## src/rtl/bram_arbiter_if.sv

```systemverilog
// bram_arbiter_if: bundles the two requester ports and the BRAM-side bus of
// bram_arbiter. The slave modport is the arbiter's view; the master modport is
// the environment's view (requesters plus the BRAM itself).
interface bram_arbiter_if #(
    parameter int ADDR_WIDTH = 14,
    parameter int DATA_WIDTH = 32
);
    localparam int MASK_W = DATA_WIDTH / 8;

    // Port A (CPU pipeline)
    logic                  a_valid;
    logic                  a_ready;
    logic                  a_write;
    logic [MASK_W-1:0]     a_wmask;
    logic [ADDR_WIDTH-1:0] a_addr;
    logic [DATA_WIDTH-1:0] a_wdata;
    logic [DATA_WIDTH-1:0] a_rdata;
    logic                  a_rvalid;

    // Port B (secondary master, e.g. debug/DMA loader)
    logic                  b_valid;
    logic                  b_ready;
    logic                  b_write;
    logic [MASK_W-1:0]     b_wmask;
    logic [ADDR_WIDTH-1:0] b_addr;
    logic [DATA_WIDTH-1:0] b_wdata;
    logic [DATA_WIDTH-1:0] b_rdata;
    logic                  b_rvalid;

    // Single-port BRAM, read data registered (valid the cycle after the address)
    logic                  mem_write;
    logic [MASK_W-1:0]     mem_wmask;
    logic [ADDR_WIDTH-1:0] mem_addr;
    logic [DATA_WIDTH-1:0] mem_wdata;
    logic [DATA_WIDTH-1:0] mem_rdata;

    modport slave (
        input  a_valid, a_write, a_wmask, a_addr, a_wdata,
        output a_ready, a_rdata, a_rvalid,
        input  b_valid, b_write, b_wmask, b_addr, b_wdata,
        output b_ready, b_rdata, b_rvalid,
        output mem_write, mem_wmask, mem_addr, mem_wdata,
        input  mem_rdata
    );

    modport master (
        output a_valid, a_write, a_wmask, a_addr, a_wdata,
        input  a_ready, a_rdata, a_rvalid,
        output b_valid, b_write, b_wmask, b_addr, b_wdata,
        input  b_ready, b_rdata, b_rvalid,
        input  mem_write, mem_wmask, mem_addr, mem_wdata,
        output mem_rdata
    );
endinterface

```

## src/rtl/bram_arbiter.sv

```systemverilog
// bram_arbiter: shares one single-port BRAM (1-cycle read latency, byte write
// mask) between port A (priority) and port B. One access per cycle total, no
// buffering; read data is steered back to the port that issued the read.
//
// Optional build macro BRAM_ARB_RR_EN: when defined, arbitration is
// round-robin on a last-grant bit and the anti-starvation counter (MAX_WAIT)
// is not built. When undefined, A has fixed priority and B is force-granted
// after MAX_WAIT consecutive denials.
module bram_arbiter #(
    parameter int ADDR_WIDTH = 14,
    parameter int DATA_WIDTH = 32,
    parameter int MAX_WAIT   = 4
) (
    input  logic           clk,
    input  logic           rstn,
    bram_arbiter_if.slave  bus
);
    localparam int MASK_W = DATA_WIDTH / 8;

    logic grant_a;
    logic grant_b;

    // read-return flags: one cycle after a granted read on that port
    logic rd_a_q, rd_a_d;
    logic rd_b_q, rd_b_d;

    logic                  mem_write_d;
    logic [MASK_W-1:0]     mem_wmask_d;
    logic [ADDR_WIDTH-1:0] mem_addr_d;
    logic [DATA_WIDTH-1:0] mem_wdata_d;

`ifdef BRAM_ARB_RR_EN
    // 1 = B was granted most recently; resets to B so A wins the first conflict
    logic last_b_q, last_b_d;

    // Round-robin grant: on conflict the port not granted last wins.
    // Grants are held off while reset is asserted.
    always_comb begin
        grant_b = rstn && bus.b_valid && (!bus.a_valid || !last_b_q);
        grant_a = rstn && bus.a_valid && !grant_b;
    end

    // Last-grant bit follows every grant, holds across idle cycles
    always_comb begin
        last_b_d = last_b_q;
        if (grant_b)
            last_b_d = 1'b1;
        else if (grant_a)
            last_b_d = 1'b0;
    end

    // Last-grant register
    always_ff @(posedge clk or negedge rstn) begin
        if (!rstn)
            last_b_q <= 1'b1;
        else
            last_b_q <= last_b_d;
    end
`else
    localparam logic [7:0] MAX_WAIT_C = 8'(MAX_WAIT);

    // consecutive cycles B has been requesting without a grant
    logic [7:0] wait_cnt_q, wait_cnt_d;

    // Fixed priority to A; B wins when A is idle or B has waited MAX_WAIT.
    // Grants are held off while reset is asserted.
    always_comb begin
        grant_b = rstn && bus.b_valid && (!bus.a_valid || wait_cnt_q == MAX_WAIT_C);
        grant_a = rstn && bus.a_valid && !grant_b;
    end

    // Starvation counter: counts denied B cycles, saturates at MAX_WAIT,
    // clears once B is served or drops its request
    always_comb begin
        wait_cnt_d = wait_cnt_q;
        if (!bus.b_valid || grant_b)
            wait_cnt_d = '0;
        else if (wait_cnt_q != MAX_WAIT_C)
            wait_cnt_d = wait_cnt_q + 8'd1;
    end

    // Starvation counter register
    always_ff @(posedge clk or negedge rstn) begin
        if (!rstn)
            wait_cnt_q <= '0;
        else
            wait_cnt_q <= wait_cnt_d;
    end
`endif

    // Memory-side mux: granted port drives the BRAM; idle leaves A's address
    // and data on the bus with the strobe and byte enables low
    always_comb begin
        mem_write_d = 1'b0;
        mem_wmask_d = '0;
        mem_addr_d  = bus.a_addr;
        mem_wdata_d = bus.a_wdata;
        if (grant_b) begin
            mem_write_d = bus.b_write;
            mem_wmask_d = bus.b_wmask;
            mem_addr_d  = bus.b_addr;
            mem_wdata_d = bus.b_wdata;
        end else if (grant_a) begin
            mem_write_d = bus.a_write;
            mem_wmask_d = bus.a_wmask;
            mem_addr_d  = bus.a_addr;
            mem_wdata_d = bus.a_wdata;
        end
    end

    // Drive the BRAM bus and the combinational ready handshakes
    always_comb begin
        bus.mem_write = mem_write_d;
        bus.mem_wmask = mem_wmask_d;
        bus.mem_addr  = mem_addr_d;
        bus.mem_wdata = mem_wdata_d;
        bus.a_ready   = grant_a;
        bus.b_ready   = grant_b;
    end

    // Remember which port owns the read data coming back next cycle
    always_comb begin
        rd_a_d = grant_a && !bus.a_write;
        rd_b_d = grant_b && !bus.b_write;
    end

    // Read-return flags; async clear drops any read in flight at reset
    always_ff @(posedge clk or negedge rstn) begin
        if (!rstn) begin
            rd_a_q <= 1'b0;
            rd_b_q <= 1'b0;
        end else begin
            rd_a_q <= rd_a_d;
            rd_b_q <= rd_b_d;
        end
    end

    // Steer BRAM read data to its owner; the other port sees zero
    always_comb begin
        bus.a_rvalid = rd_a_q;
        bus.b_rvalid = rd_b_q;
        bus.a_rdata  = rd_a_q ? bus.mem_rdata : '0;
        bus.b_rdata  = rd_b_q ? bus.mem_rdata : '0;
    end

endmodule

```

## src/flat_wrapper.sv

```systemverilog
// flat-port wrapper written by rule: the top's interface ports become plain ports
module bram_arbiter_flat 
#(
    parameter int ADDR_WIDTH = 14,
    parameter int DATA_WIDTH = 32,
    parameter int MAX_WAIT   = 4
)
  (clk, rstn, bus_a_valid, bus_a_write, bus_a_wmask, bus_a_addr, bus_a_wdata, bus_a_ready, bus_a_rdata, bus_a_rvalid, bus_b_valid, bus_b_write, bus_b_wmask, bus_b_addr, bus_b_wdata, bus_b_ready, bus_b_rdata, bus_b_rvalid, bus_mem_write, bus_mem_wmask, bus_mem_addr, bus_mem_wdata, bus_mem_rdata);
  bram_arbiter_if #(.ADDR_WIDTH(ADDR_WIDTH), .DATA_WIDTH(DATA_WIDTH)) bus_i ();
  input  logic clk;
  input  logic rstn;
  input wire logic [$bits(bus_i.a_valid)-1:0] bus_a_valid;
  input wire logic [$bits(bus_i.a_write)-1:0] bus_a_write;
  input wire logic [$bits(bus_i.a_wmask)-1:0] bus_a_wmask;
  input wire logic [$bits(bus_i.a_addr)-1:0] bus_a_addr;
  input wire logic [$bits(bus_i.a_wdata)-1:0] bus_a_wdata;
  output wire logic [$bits(bus_i.a_ready)-1:0] bus_a_ready;
  output wire logic [$bits(bus_i.a_rdata)-1:0] bus_a_rdata;
  output wire logic [$bits(bus_i.a_rvalid)-1:0] bus_a_rvalid;
  input wire logic [$bits(bus_i.b_valid)-1:0] bus_b_valid;
  input wire logic [$bits(bus_i.b_write)-1:0] bus_b_write;
  input wire logic [$bits(bus_i.b_wmask)-1:0] bus_b_wmask;
  input wire logic [$bits(bus_i.b_addr)-1:0] bus_b_addr;
  input wire logic [$bits(bus_i.b_wdata)-1:0] bus_b_wdata;
  output wire logic [$bits(bus_i.b_ready)-1:0] bus_b_ready;
  output wire logic [$bits(bus_i.b_rdata)-1:0] bus_b_rdata;
  output wire logic [$bits(bus_i.b_rvalid)-1:0] bus_b_rvalid;
  output wire logic [$bits(bus_i.mem_write)-1:0] bus_mem_write;
  output wire logic [$bits(bus_i.mem_wmask)-1:0] bus_mem_wmask;
  output wire logic [$bits(bus_i.mem_addr)-1:0] bus_mem_addr;
  output wire logic [$bits(bus_i.mem_wdata)-1:0] bus_mem_wdata;
  input wire logic [$bits(bus_i.mem_rdata)-1:0] bus_mem_rdata;
  assign bus_i.a_valid = bus_a_valid;
  assign bus_i.a_write = bus_a_write;
  assign bus_i.a_wmask = bus_a_wmask;
  assign bus_i.a_addr = bus_a_addr;
  assign bus_i.a_wdata = bus_a_wdata;
  assign bus_a_ready = bus_i.a_ready;
  assign bus_a_rdata = bus_i.a_rdata;
  assign bus_a_rvalid = bus_i.a_rvalid;
  assign bus_i.b_valid = bus_b_valid;
  assign bus_i.b_write = bus_b_write;
  assign bus_i.b_wmask = bus_b_wmask;
  assign bus_i.b_addr = bus_b_addr;
  assign bus_i.b_wdata = bus_b_wdata;
  assign bus_b_ready = bus_i.b_ready;
  assign bus_b_rdata = bus_i.b_rdata;
  assign bus_b_rvalid = bus_i.b_rvalid;
  assign bus_mem_write = bus_i.mem_write;
  assign bus_mem_wmask = bus_i.mem_wmask;
  assign bus_mem_addr = bus_i.mem_addr;
  assign bus_mem_wdata = bus_i.mem_wdata;
  assign bus_i.mem_rdata = bus_mem_rdata;
  bram_arbiter #(.ADDR_WIDTH(ADDR_WIDTH), .DATA_WIDTH(DATA_WIDTH), .MAX_WAIT(MAX_WAIT)) u_core (.clk(clk), .rstn(rstn), .bus(bus_i));
endmodule
```

## config.mk

```make
export PLATFORM = sky130hd
export DESIGN_NAME = bram_arbiter_flat
export DESIGN_NICKNAME = d
export VERILOG_FILES = /design/src/rtl/bram_arbiter_if.sv /design/src/rtl/bram_arbiter.sv /design/src/flat_wrapper.sv
export SDC_FILE = /design/constraint.sdc
export NUM_CORES = 1
export LEC_CHECK = 0
export ABC_CLOCK_PERIOD_IN_PS = 2200
export BUFFER_PORTS_ARGS = -buffer_cell sky130_fd_sc_hd__buf_4
export CAP_MARGIN = 25
export CORE_AREA = 8 8 94 96
export DETAILED_ROUTE_END_ITERATION = 10
export DIE_AREA = 0 0 102 104
export PLACE_DENSITY_LB_ADDON = 0.1
export SKIP_CTS_REPAIR_TIMING = 1
export SYNTH_ARGS = -nofsm -noshare
export SYNTH_HDL_FRONTEND = slang
export SYNTH_SLANG_ARGS = --single-unit
```

## constraint.sdc

```tcl
create_clock -name clk -period 2.2 [get_ports clk]
set_input_delay 0 -clock clk [delete_from_list [all_inputs] [get_ports clk]]
set_output_delay 0 -clock clk [all_outputs]
set_load 0.05 [all_outputs]
```

# Yosys cells after proc, flatten, opt, wreduce, memory -nomap -nowiden
# Cells that the tools add are included.
[totals] latch_bits=0 input_bits=138 elab_cells=30 mem_count=0 ff_bits=10 ramBits=0 out_inout_bits=119 romBits=0
[op_classes] n_eq_ne=2 muxes=10 addsub=1 div=0 order_cmp=0 shifts=0 reduce_logical=14 bitwise_logic=0 n_mul=0
[ops] operator="$mux W32" n=3
[ops] operator="$mux W8" n=2
[ops] operator="$mux W14" n=1
[ops] operator="$add A8 B1 Y8 const B" n=1
[ops] operator="$eq A8 B3 Y1 const B" n=1
[ops] operator="$mux W4" n=2
[ops] operator="$ne A8 B3 Y1 const B" n=1
[ops] operator="$logic_and A1 B1 Y1" n=6
[ops] operator="$logic_not A1 Y1" n=5
[ops] operator="$logic_or A1 B1 Y1" n=2
[ops] operator="$mux W1" n=2
[ops] operator="$reduce_bool A2 Y1" n=1

# Longest topological paths before layout
[logic_depth] depth_word=7 depth_mapped=8 mapped_depth_nobuf=6

# Least setup slack after synthesis
# No wires, ideal clock.
[synth_timing] kind="register to output" start="reg u_core.wait_cnt_q[0]" end="out bus_mem_wmask[3]" stages_incl_launch_ff=7 required_time_ns=2.200 arrival_time_ns=2.954 slack_ns=-0.754 path_cell_list="dfrtp_1 -> inv_1 -> ha_1 -> nand2_1 -> nor3_2 -> a211oi_1 -> a32o_1"
[synth_between] elab_chain_len=7
[synth_lines] item="start: declaration" line_no="bram_arbiter.sv:63" source="logic [7:0] wait_cnt_q, wait_cnt_d;"
[synth_lines] item="start signal: assignment" line_no="bram_arbiter.sv:87" source="wait_cnt_q <= wait_cnt_d;"
[synth_lines] item="$eq A8 B3 Y1" line_no="bram_arbiter.sv:68" source="grant_b = rstn && bus.b_valid && (!bus.a_valid || wait_cnt_q == MAX_WAIT_C);"
[synth_lines] item="$logic_or A1 B1 Y1" line_no="bram_arbiter.sv:68"
[synth_lines] item="$logic_and A1 B1 Y1" line_no="bram_arbiter.sv:68"
[synth_lines] item="$logic_not A1 Y1" line_no="bram_arbiter.sv:69" source="grant_a = rstn && bus.a_valid && !grant_b;"
[synth_lines] item="$logic_and A1 B1 Y1" line_no="bram_arbiter.sv:69"
[synth_lines] item="named net bus_a_ready" line_no="flat_wrapper.sv:17" source="output wire logic [$bits(bus_i.a_ready)-1:0] bus_a_ready;"
[synth_lines] item="$mux W4" line_no="bram_arbiter.sv:103" source="end else if (grant_a) begin"
[synth_lines] item="$mux W4" line_no="bram_arbiter.sv:98" source="if (grant_b) begin"
[synth_lines] item="end: declaration" line_no="flat_wrapper.sv:29" source="output wire logic [$bits(bus_i.mem_wmask)-1:0] bus_mem_wmask;"
# The timed path passes the listed nets, and every way through them passes these cells.

# Final worst setup path
[layout_timing] start="reg u_core.wait_cnt_q[5]" end="out bus_mem_wdata[10]"
[layout_between] elab_chain_len=4
[layout_lines] item="$eq A8 B3 Y1" line_no="bram_arbiter.sv:68"
[layout_lines] item="$logic_or A1 B1 Y1" line_no="bram_arbiter.sv:68"
[layout_lines] item="$logic_and A1 B1 Y1" line_no="bram_arbiter.sv:68"
[layout_lines] item="$mux W32" line_no="bram_arbiter.sv:98"
[layout_lines] item="end: declaration" line_no="flat_wrapper.sv:31" source="output wire logic [$bits(bus_i.mem_wdata)-1:0] bus_mem_wdata;"
# No other way between the ends.

==> reports/qor.csv <==
metric,value,unit
status,finished with violations,
violations,setup timing,
setup_viol,46,
n_fill_cell,705,
synth-async-reset-ratio,100.0,%
ys_seq_area_share,14.78,%
syn2layout_area_growth,143.5,%
root_buffer,clkbuf_8,
synth-edff-count,0,
finalHoldViolations,0,
rsz0062_at_grt,true,
slew_headroom,45.87,%
final_antenna_net_count,0,
start_util,22.73,%
cts_tree,yes,
worstSetupPathType,reg -> out,
synth_seq_cells,10,
synth.cell_area,1693,um2
wire_per_inst,21.83,um
drive_gt1_share,72.41,%
grt_pass1_wl,15660,um
die_y,104,um
wl,12120,um
ir_drop,0.0004383,V
via_per_inst,4.368,
clkSinkCount,10,
cap_violations,0,
fin_crit_sh,108.6,%
clk_transition_reported_paths,0.05,ns
drt_iter0_markers,50,
placed_cell_area,3747,um2
firstDrtPassIters,4,
p_leak,2.176,nW
yosysUniqueCellTypes,30,
drv_slew,0,
cp.arrival,2.39,ns
design.core.area,7447,um2
synth.net_count,327,
drc_errors,0,
crit_path_max_fanout,7,
setup_ws,-0.1898,ns
max_freq,0.4184,GHz
final_area,4123,um2
worstMarginPinSlew,0.8120,ns
critPathSlowestCell,or4_4,
cp_cell_sequence,"or4_4, o31ai_4, and2_4, buf_6, mux2_2, buf_4",
grt_pass1_vias,2360,
io_pins,257,
worstSetupEndpointType,output pin,
dr_total_vias,2424,
htree_levels,1,
clk_path_buf_depth,2,
grt_remaining_overflow,0,
num_rows,32,
min-delay-path-class,in -> reg,
tns,-7.063,ns
crit_required,2.20,ns
pre_cts_ws,0.03272,ns
final_net_count,594,
synth_flop_cell,dfrtp_1,
n_antenna_cell,0,
worst_setup_path_start_kind,flip-flop,
clock_latency,0.24,ns
grt_antenna_before_repair,0,
fp.dieW,102,um
fin_skew,0.002958,ns
fin_crit,2.390,ns
port_buffers,256,
netlist_instances,187,
power.density,341.1,nW/um2
die_area,10610,um2
grtUsageTotal,19.39,%
multiInputGateArea,1379,um2
yosysWarnings,0,
syn_area_per_cell,9.053,um2
slowest_delay,0.56,ns
hpwl,10050,um
cts-buffers-inserted,3,
grt_max_degree,34,
regArea,250.2,um2
gp_congestion,0.8629,
-- cells in the final DEF, fill, tap and decap left out --
cell | netlist | final
nor2_1 | 9 | 9
o21ai_0 | 1 | 1
nor3_1 | 3 | 3
a32o_2 | 0 | 1
o31ai_4 | 1 | 1
or3_1 | 2 | 2
a21oi_1 | 1 | 1
and2_2 | 0 | 1
or4_4 | 1 | 1
nand4_1 | 1 | 1
buf_6 | 1 | 26
o2111ai_1 | 1 | 1
a21bo_2 | 1 | 1
xnor2_1 | 4 | 4
clkbuf_16 | 0 | 3
dfrtp_1 | 10 | 10
mux2_2 | 26 | 19
a32o_1 | 2 | 1
ha_1 | 2 | 2
buf_8 | 0 | 8
mux2_4 | 20 | 27
and2_4 | 1 | 1
dlygate4sd3_1 | 0 | 3
and2_1 | 65 | 65
nand2_1 | 5 | 5
inv_1 | 5 | 5
nand3_1 | 6 | 6
nor3_2 | 1 | 1
nor2b_1 | 2 | 2
clkbuf_8 | 0 | 4
a211oi_4 | 0 | 1
xor2_1 | 1 | 1
o2bb2ai_1 | 3 | 3
buf_12 | 2 | 2
buf_4 | 2 | 231
-- synth_stat cells (2+ instances only) --
cell type	instances	area share [%]
a32o_1	2	1.2
and2_1	65	24
buf_12	2	2.4
buf_4	2	0.89
clkbuf_1	7	1.6
dfrtp_1	10	15
ha_1	2	1.5
inv_1	5	1.1
mux2_2	26	17
mux2_4	20	18
nand2_1	5	1.1
nand3_1	6	1.8
nor2_1	9	2.0
nor2b_1	2	0.74
nor3_1	3	0.89
o2bb2ai_1	3	1.6
or3_1	2	0.74
xnor2_1	4	2.1
-- per-layer routing --
| metal | track usage [%] | share of wire [%] | wire (um) |
|---|---|---|---|
| met1 | 18.32 | 33 | 3999 |
| met2 | 37.76 | 55 | 6637 |
| met3 | 6.024 | 8.6 | 1044 |
| met4 | 5.666 | 3.6 | 435 |
| met5 | 0 | 0 | 0 |
-- layout make-up --
type	count	share of cell area [%]
Multi-Input combinational cell	161	33.44
Clock buffer	4	1.335
Sequential cell	10	6.070
Inverter	5	0.4552
Timing Repair Buffer	273	55.60
Tap cell	102	3.096
-- registers in the layout, indices dropped and copies added, names as in the netlist --
| signal | count |
|---|---|
| u_core.wait_cnt_q | 8 |
| u_core.bus.a_rvalid | 1 |
| u_core.bus.b_rvalid | 1 |
-- report_power, final --
group | total (mW) | leakage (nW) | internal, mW | switching (mW)
Combinational | 0.973 | 2.01 | 0.438 | 0.535
Sequential | 0.198 | 0.137 | 0.189 | 0.00907
Clock | 0.235 | 0.0288 | 0.158 | 0.0773
-- worst paths after layout --
path,start,to,slack [ns],cells after the start
worst max-delay path,u_core.wait_cnt_q[5]$_DFFE_PN0P_,bus_mem_wdata[10],-0.19,6
worst min-delay path,bus_b_valid,u_core.wait_cnt_q[1]$_DFFE_PN0P_,0.09,3
worst max register to register,u_core.wait_cnt_q[5]$_DFFE_PN0P_,u_core.bus.b_rvalid$_DFF_PN0_,0.37,5
worst min register to register,u_core.wait_cnt_q[7]$_DFFE_PN0P_,u_core.wait_cnt_q[7]$_DFFE_PN0P_,0.57,2
max in group asynchronous,rstn,u_core.wait_cnt_q[3]$_DFFE_PN0P_,1.88,2
min in group asynchronous,rstn,u_core.wait_cnt_q[7]$_DFFE_PN0P_,0.15,2
-- worst max-delay path: cells and delay by family (launching register included) --
family          cells  cell delay [ns]
simple gates        2             0.84
flops               1             0.37
mux                 1             0.33
compound gates      1             0.24
buf+inv             2             0.35
-- per-stage QoR --
step / power (mW) / instances / hold slack (ns) / utilization [%]
2_1_floorplan: 0.7163 / 187 / -0.2956 / -
3_3_place_gp: 1.094 / 541 / -0.1447 / 50.32
3_5_place_dp: 1.098 / 541 / -0.1395 / 50.32
4_1_cts: 1.338 / 545 / -0.3975 / 51.06
5_1_grt: 1.451 / 555 / 0.1232 / 55.36
6_report: 1.406 / 555 / 0.09382 / 55.36
-- kinds of logic after synthesis --
kind of cell             share of synthesized area, %
flip-flops                                      14.78
AO/OA/AOI/OAI                                   6.135
adder cells (fa/ha/maj)                         1.478
XOR/XNOR                                        2.587
AND/OR/NAND/NOR                                 33.41
multiplexers                                    35.03
buffers and inverters                           6.578
Power figures use the tool's default switching activity.
